File: config.mk
export PLATFORM = sky130hd
export DESIGN_NAME = fifo_reader
export DESIGN_NICKNAME = d
export VERILOG_FILES = /design/src/rtl/fifo_reader.sv
export SDC_FILE = /design/constraint.sdc
export NUM_CORES = 1
export LEC_CHECK = 0
export ABC_AREA = 1
export CORE_MARGIN = 1
export CORE_UTILIZATION = 51
export DETAILED_ROUTE_END_ITERATION = 10
export PLACE_DENSITY = 0.77
export REMOVE_ABC_BUFFERS = 1
export SYNTH_ARGS = -nofsm -noshare
export SYNTH_HDL_FRONTEND = slang
export SYNTH_SLANG_ARGS = --single-unit
File: constraint.sdc
create_clock -name clk -period 3.9 [get_ports clk]
set_clock_uncertainty 0.15 [all_clocks]
set_input_delay 0.39 -clock clk [delete_from_list [all_inputs] [get_ports clk]]
set_output_delay 0.39 -clock clk [all_outputs]
set_load 0.005 [all_outputs]
File: src/rtl/fifo_reader.sv
// Read-side controller for a fall-through FIFO: pops len*col entries per command and
// packs each group of col entries into one wide word on a valid/ready output stream.
module fifo_reader #(
    parameter int bw     = 8,
    parameter int col    = 8,
    parameter int cnt_bw = 8
) (
    input  logic                  clk,
    input  logic                  reset,
    input  logic                  i_empty,
    input  logic [bw-1:0]         i_data,
    output logic                  o_rd,
    input  logic                  start,
    input  logic [cnt_bw-1:0]     len,
    output logic                  out_valid,
    input  logic                  out_ready,
    output logic [col*bw-1:0]     out_data,
    output logic                  busy,
    output logic                  done,
    output logic [1:0]            dbg_state
);

    // Output stream: a word transfers on any rising edge where out_valid & out_ready.
    // out_valid, once raised, stays up with out_data frozen until that transfer.

    localparam int lw = (col > 2) ? $clog2(col) : 1;
    localparam logic [lw-1:0] last_lane = lw'(col - 1);

    typedef enum logic [1:0] {
        IDLE  = 2'd0,
        READ  = 2'd1,
        FLUSH = 2'd2,
        DONE  = 2'd3
    } state_t;

    state_t                  state;
    state_t                  state_nxt;
    logic [lw-1:0]           lane;
    logic [cnt_bw-1:0]       word_cnt;
    logic [cnt_bw-1:0]       len_q;
    logic [(col-1)*bw-1:0]   part;
    logic                    stall;
    logic                    pop;
    logic                    pop_last;
    logic                    last_word;

    // The top lane cannot be popped while the previous word is still waiting,
    // because that pop overwrites out_data.
    assign stall     = (lane == last_lane) && out_valid && !out_ready;
    assign pop       = (state == READ) && !i_empty && !stall && !reset;
    assign pop_last  = pop && (lane == last_lane);
    assign last_word = (word_cnt + cnt_bw'(1)) == len_q;

    assign o_rd      = pop;
    assign busy      = (state == READ) || (state == FLUSH);
    assign done      = (state == DONE);
    assign dbg_state = state;

    always_comb begin
        state_nxt = state;
        case (state)
            IDLE: begin
                if (start) begin
                    state_nxt = (len != '0) ? READ : DONE;
                end
            end
            READ: begin
                if (pop_last && last_word) begin
                    state_nxt = FLUSH;
                end
            end
            FLUSH: begin
                if (out_valid && out_ready) begin
                    state_nxt = DONE;
                end
            end
            DONE: begin
                state_nxt = IDLE;
            end
            default: begin
                state_nxt = IDLE;
            end
        endcase
    end

    always_ff @(posedge clk) begin
        if (reset) begin
            state     <= IDLE;
            lane      <= '0;
            word_cnt  <= '0;
            len_q     <= '0;
            part      <= '0;
            out_data  <= '0;
            out_valid <= 1'b0;
        end else begin
            state <= state_nxt;
            if (state == IDLE && start) begin
                len_q    <= len;
                word_cnt <= '0;
                lane     <= '0;
            end
            if (pop) begin
                if (pop_last) begin
                    out_data <= {i_data, part};
                    lane     <= '0;
                    word_cnt <= word_cnt + cnt_bw'(1);
                end else begin
                    for (int k = 0; k < col - 1; k++) begin
                        if (lane == lw'(k)) begin
                            part[k*bw +: bw] <= i_data;
                        end
                    end
                    lane <= lane + lw'(1);
                end
            end
            // A word loaded on the accept edge keeps out_valid high: full-rate streaming.
            if (pop_last) begin
                out_valid <= 1'b1;
            end else if (out_ready) begin
                out_valid <= 1'b0;
            end
        end
    end

endmodule

==> results of run 1 <==
[state kept, by name, indices dropped and copies added, names as in the netlist]
register,count
dbg_state,2
lane,3
len_q,8
out_data,64
out_valid,1
part,56
word_cnt,8
[where the power goes]
group          internal (mW)  switching (mW)  leakage, nW  total [mW]
registers               1.50          0.0309         1.15        1.53
clock network           1.01           0.636        0.297        1.64
logic                  0.149           0.215         1.25       0.364
[worst max-delay path: stages, from the launching register on]
cell and delay (ps):
dfxtp_1 400, inv_1 120, ha_1 260, nand2_1 100, nor2_2 30, buf_4 180, a31oi_2 240, inv_1 90
clkdlybuf4s50_1 470
[area by class of cell]
class	count	area, um^2
Clock inverter	13	178
Multi-Input combinational cell	507	2380
Clock buffer	19	432
Timing Repair Buffer	97	966
Fill cell	856	3270
Sequential cell	142	2840
Tap cell	136	170
Inverter	35	131
[cell families after synthesis]
kind of cell / Yosys count / synth area share
adders and majority gates: 12 / 0.0273
DFF: 142 / 0.517
and+or+nand+nor: 340 / 0.259
xor gates and xnor gates: 2 / 0.00319
AOI/OAI and AO/OA: 153 / 0.144
buffers and inverters: 69 / 0.0501
[Yosys cell counts (2+ instances only)]
cell	n	area, um^2
inv_2	9	33.8
a21oi_1	24	120
nor2_2	5	31.3
ha_1	12	150
inv_1	25	93.8
nor2_4	2	22.5
nor2_1	242	908
nand2_1	47	176
dfxtp_1	142	2840
a22oi_1	2	15.0
nand3_1	27	135
nand2_2	4	25.0
nand4_1	3	18.8
nand3_2	4	40.0
buf_4	2	15.0
buf_1	2	7.51
o21ai_0	122	611
nor4_1	2	12.5
clkbuf_1	23	86.3
buf_2	6	30.0
[cells in the final DEF, fill, tap and decap left out, drive strengths merged, types with 2 or more instances in the layout]
cell / instances
dfxtp: 142
o21ai: 123
bufinv: 3
inv: 39
ha: 12
clkbuf: 19
nand4: 4
a21oi: 24
nor4: 2
buf: 7
clkdlybuf4s50: 90
nand2: 52
nor2: 250
clkinv: 5
a22oi: 2
nand3: 31
[routing by layer]
layer  vias up  GRT usage
li1       2492          -
met1      2253      0.294
met2       145      0.409
met3        22     0.0588
met4         0     0.0883
met5         -          0
[path summary, 6_finish.rpt]
path / end / slack [ps]
max: o_rd / 950
min: part[27]$_SDFFE_PP0P_ / 320
max reg2reg: word_cnt[3]$_SDFF_PP0_ / 1320
min reg2reg: part[27]$_SDFFE_PP0P_ / 320
==> flow_summary.toml, run 1 <==
[run_status]
status = "finished clean"

[timing]
max_freq_mhz = 339
period_share = 0.756
rsz0062_at_grt = "no"
finalHoldViolCount = 0
slew_headroom = 0.523
worst_pin_slew_ps = 715
setup_viol = 0
tns_ps = 0
setup_slack_ps = 952
holdWs_ps = 317
fin_crit_ps = 2950
slew_violations = 0

[placement]
gp_congestion = 0.851
port-buffer-count = 90
dpl.hpwl_mm = 8.41
dp_slack_ps = 947
placed_area_um2 = 6490
numPlacedInstances = 917

[job]
maxCapViolations = 0

[drt]
wl_met2_mm = 6.15
via_per_inst = 5.18
firstDrtPassIters = 5
routed_wl_mm = 12.7
drt_iter0_drc = 248
drc = 0
num_vias = 4912
drtAntennaViolNets = 0
highest_layer = "met4"
drt-met1-wl_mm = 5.55
wl_per_cell_um = 13.3
route.met3.wl_um = 743

[final_layout]
final_nets = 833
drive_above_1_share = 0.0849
stdcell_count = 949
insertedDiodeCount = 0
post-route-util = 0.685
finalInstanceArea_um2 = 7100
syn2layout_area_growth_pct = 29.1

[cts]
cts_tree = "yes"
clockBufferDepth = 2
cts.sinks = 142
cts_hold_buf = 0
cts.clk_slew.worst_paths_ps = 60
cts.repair.resized = 0
insertion_delay_ps = 520
h-tree-depth = 4
postCtsSetupBuffers = 0
numCtsBuffers = 17
root_buffer = "clkbuf_8"

[logic_synthesis]
yosysSeqAreaShare = 0.517
avgSynthCellArea_um2 = 7.66
synth-seq-cells = 142
synthCells = 718
async_reset_ff_frac = 0
synth_warnings = 0
synth_edf_count = 0
yosysUniqueCellTypes = 33
synth_area_um2 = 5500
synthFlopType = "dfxtp_1"

[die]
dieArea_um2 = 11200
ioPinCount = 91
coreArea_um2 = 10400
die_w_um = 106
die_h_um = 106
fp-row-count = 37
initial_core_util = 0.530

[worst_setup_path]
critPathLaunchType = "register"
end_kind = "output port"
crit_arrival_ps = 2410
reg2reg_from = "lane[1]$_SDFFE_PP0P_"
worstPathRequired_ps = 3360
crit_start = "dbg_state[1]$_SDFFE_PP0P_"
critPathKind = "register to output port"
cp_max_fo = 16
rr_worst_depth = 8

[power]
power_density_nw_per_um2 = 498
p_total_mw = 3.54
p_leak_nw = 2.69
ir_drop_uv = 292

[grt]
grt_max_degree = 56
overflow = 0
antenna_found_initial = 0
grt_pass1_wl_mm = 21.4
track_usage = 0.240
grt_pass1_vias = 4639

[worst_hold_path]
min_path_type = "register to register"
hold_depth = 2
hold_start = "part[27]$_SDFFE_PP0P_"
Power figures use the tool's default switching activity.
==> run 2: changes to the inputs <==
==> constraint.sdc (replaced) <==
create_clock -name clk -period 2.9 [get_ports clk]
set_clock_uncertainty 0.15 [all_clocks]
set_input_delay 0.29 -clock clk [delete_from_list [all_inputs] [get_ports clk]]
set_output_delay 0.29 -clock clk [all_outputs]
set_load 0.005 [all_outputs]
==> run 2 against run 1 <==
  * Worst hold slack worse by 52 ps
  * Register-to-register slack worse by 620 ps
  * Sequential power up 35%
  * Total power up 34%
  * Sequential cell count unchanged
  * Critical endpoint unchanged
  * Utilization down 0.060 points
  * Sequential share of layout area about the same
  * Wire length up 4.6%
  * Non-clock buffer count up 1
  * First-iteration DRC count up 12%
  * Combinational power up 40%
==> flow_summary.toml, run 2 (same netlist as run 1, synthesis figures left out) <==
[final_layout]
drive_above_1_share = 0.0848
final_cell_mix = "242 x nor2_1, 142 x dfxtp_1, 122 x o21ai_0"
stdcell_count = 950
top_register = "out_data"
final_common_cell = "nor2_1"
largest_reg_flops = 64
insertedDiodeCount = 0
final_nets = 834
finalInstanceArea_um2 = 7090
post-route-util = 0.684
top_regs = "out_data: 64 flops, part: 56 flops"
syn2layout_area_growth_pct = 29.0

[cts]
cts_hold_buf = 0
root_buffer = "clkbuf_8"
postCtsSetupBuffers = 0
cts.clk_slew.worst_paths_ps = 60
h-tree-depth = 4
cts.sinks = 142
cts_tree = "yes"
numCtsBuffers = 17
cts.repair.resized = 0
clockBufferDepth = 2
insertion_delay_ps = 520

[worst_setup_path]
crit_arrival_ps = 2210
critPathKind = "register to output port"
critPathLaunchType = "register"
reg2reg_from = "dbg_state[1]$_SDFFE_PP0P_"
rr_worst_depth = 8
crit_family = "buffers and inverters"
rrSetupSlack_ps = 700
critPathMostFrequentCell = "inv_1"
worst_r2r_endpoint = "part[54]$_SDFFE_PP0P_"
worstPathRequired_ps = 2460
worstPathCellList = "inv_1, ha_1, nand2_1, nor2_2, a31oi_2, inv_1, clkdlybuf4s50_1"
cp_slowest_cell = "clkdlybuf4s50_1"
crit_buf_inv = 3
cp_max_fo = 4
slowest_delay_ps = 450
end_kind = "output port"

[grt]
overflow = 0
grt_max_degree = 114
grt_pass1_wl_mm = 21.9
grt_pass1_vias = 4833
antenna_found_initial = 0
track_usage = 0.247

[timing]
fin_crit_ps = 2650
holdWs_ps = 265
setup_viol = 0
max_freq_mhz = 378
rsz0062_at_grt = "no"
period_share = 0.913
setup_slack_ps = 254
worst_pin_slew_ps = 575
slew_headroom = 0.615
slew_violations = 0
finalHoldViolCount = 0

[drt]
firstDrtPassIters = 5
drtAntennaViolNets = 0
wl_per_cell_um = 13.9
num_vias = 5012
drt_iter0_drc = 277
drc = 0
routed_wl_mm = 13.2
via_per_inst = 5.28

[die]
die_w_um = 106
initial_core_util = 0.530
ioPinCount = 91
fp-row-count = 37
coreArea_um2 = 10400
die_h_um = 106
dieArea_um2 = 11200

[power]
seqPwrFrac = 0.434
ir_drop_uv = 499
pwr-share-comb = 0.108
internal_power_mw = 3.56
p_leak_nw = 2.69
p_sw_frac = 0.248
switching_power_mw = 1.17
power_density_nw_per_um2 = 668
clkPwrFrac = 0.458

[placement]
gp_congestion = 0.808
numPlacedInstances = 918
dp_slack_ps = 663
dpl.hpwl_mm = 8.53
placed_area_um2 = 6500
port-buffer-count = 90

[run_status]
status = "finished clean"

[worst_hold_path]
hold_start = "len[1]"
hold_depth = 3
min_to = "len_q[1]$_SDFFE_PP0P_"
min_path_type = "input port to register"

[job]
maxCapViolations = 0
[run 2: cell types whose count changed in the layout (fill, tap and decap cells not counted), sizes merged]
cell / before / now
clkbuf: 19 / 20
buf: 7 / 8
clkinv: 5 / 4
inv: 39 / 37
clkinvlp: 1 / 3
[run 2: routing by layer]
metal	vias to the layer above	share of wire	track usage
met5	-	0	0
met4	0	0.023	0.107
met3	33	0.067	0.0513
met2	189	0.49	0.431
met1	2298	0.42	0.292
li1	2492	-	-
[run 2: worst min-delay path, stage by stage]
cell	delay, ps
clkdlybuf4s50_1	410
o21ai_0	160
nor2_1	40
[run 2: power groups by stage]
stage	Combinational (mW)	Clock, mW	Sequential [mW]
2_1_floorplan	0.317	0	2.09
3_3_place_gp	0.485	0	2.10
3_5_place_dp	0.501	0	2.10
4_1_cts	0.512	2.19	2.06
5_1_grt	0.579	2.28	2.06
6_report	0.511	2.17	2.06
[run 2: final cells by class]
class	instances	area, um^2
Clock buffer	20	435
Sequential cell	142	2840
Clock inverter	12	160
Fill cell	868	3280
Inverter	35	131
Tap cell	136	170
Timing Repair Buffer	98	973
Multi-Input combinational cell	507	2380
[run 2: how the worst max path moves through the flow]
stage	cells past startpoint	start	slack (ps)	endpoint
finish	7	dbg_state[1]$_SDFFE_PP0P_	250	o_rd
global route	7	dbg_state[1]$_SDFFE_PP0P_	90	o_rd
CTS	7	dbg_state[1]$_SDFFE_PP0P_	230	o_rd
detailed placement	9	reset	660	part[52]$_SDFFE_PP0P_
global placement	7	reset	690	o_rd
floorplan	7	lane[0]$_SDFFE_PP0P_	-210	word_cnt[5]$_SDFF_PP0_
[run 2: through the flow]
step                total power [mW]  setup TNS (ps)
global placement                2.58               0
finish                          4.74               0
global route                    4.93               0
floorplan                       2.41           -1230
detailed placement              2.60               0
CTS                             4.76               0
==> run 3: changes to the inputs <==
--- a/config.mk
+++ b/config.mk
@@ -6,6 +6,7 @@
 export NUM_CORES = 1
 export LEC_CHECK = 0
 export ABC_AREA = 1
+export CAP_MARGIN = 20
 export CORE_MARGIN = 1
 export CORE_UTILIZATION = 51
 export DETAILED_ROUTE_END_ITERATION = 10
==> results of run 3 <==
The final DEF is identical to that of run 2; final timing and power are the same.
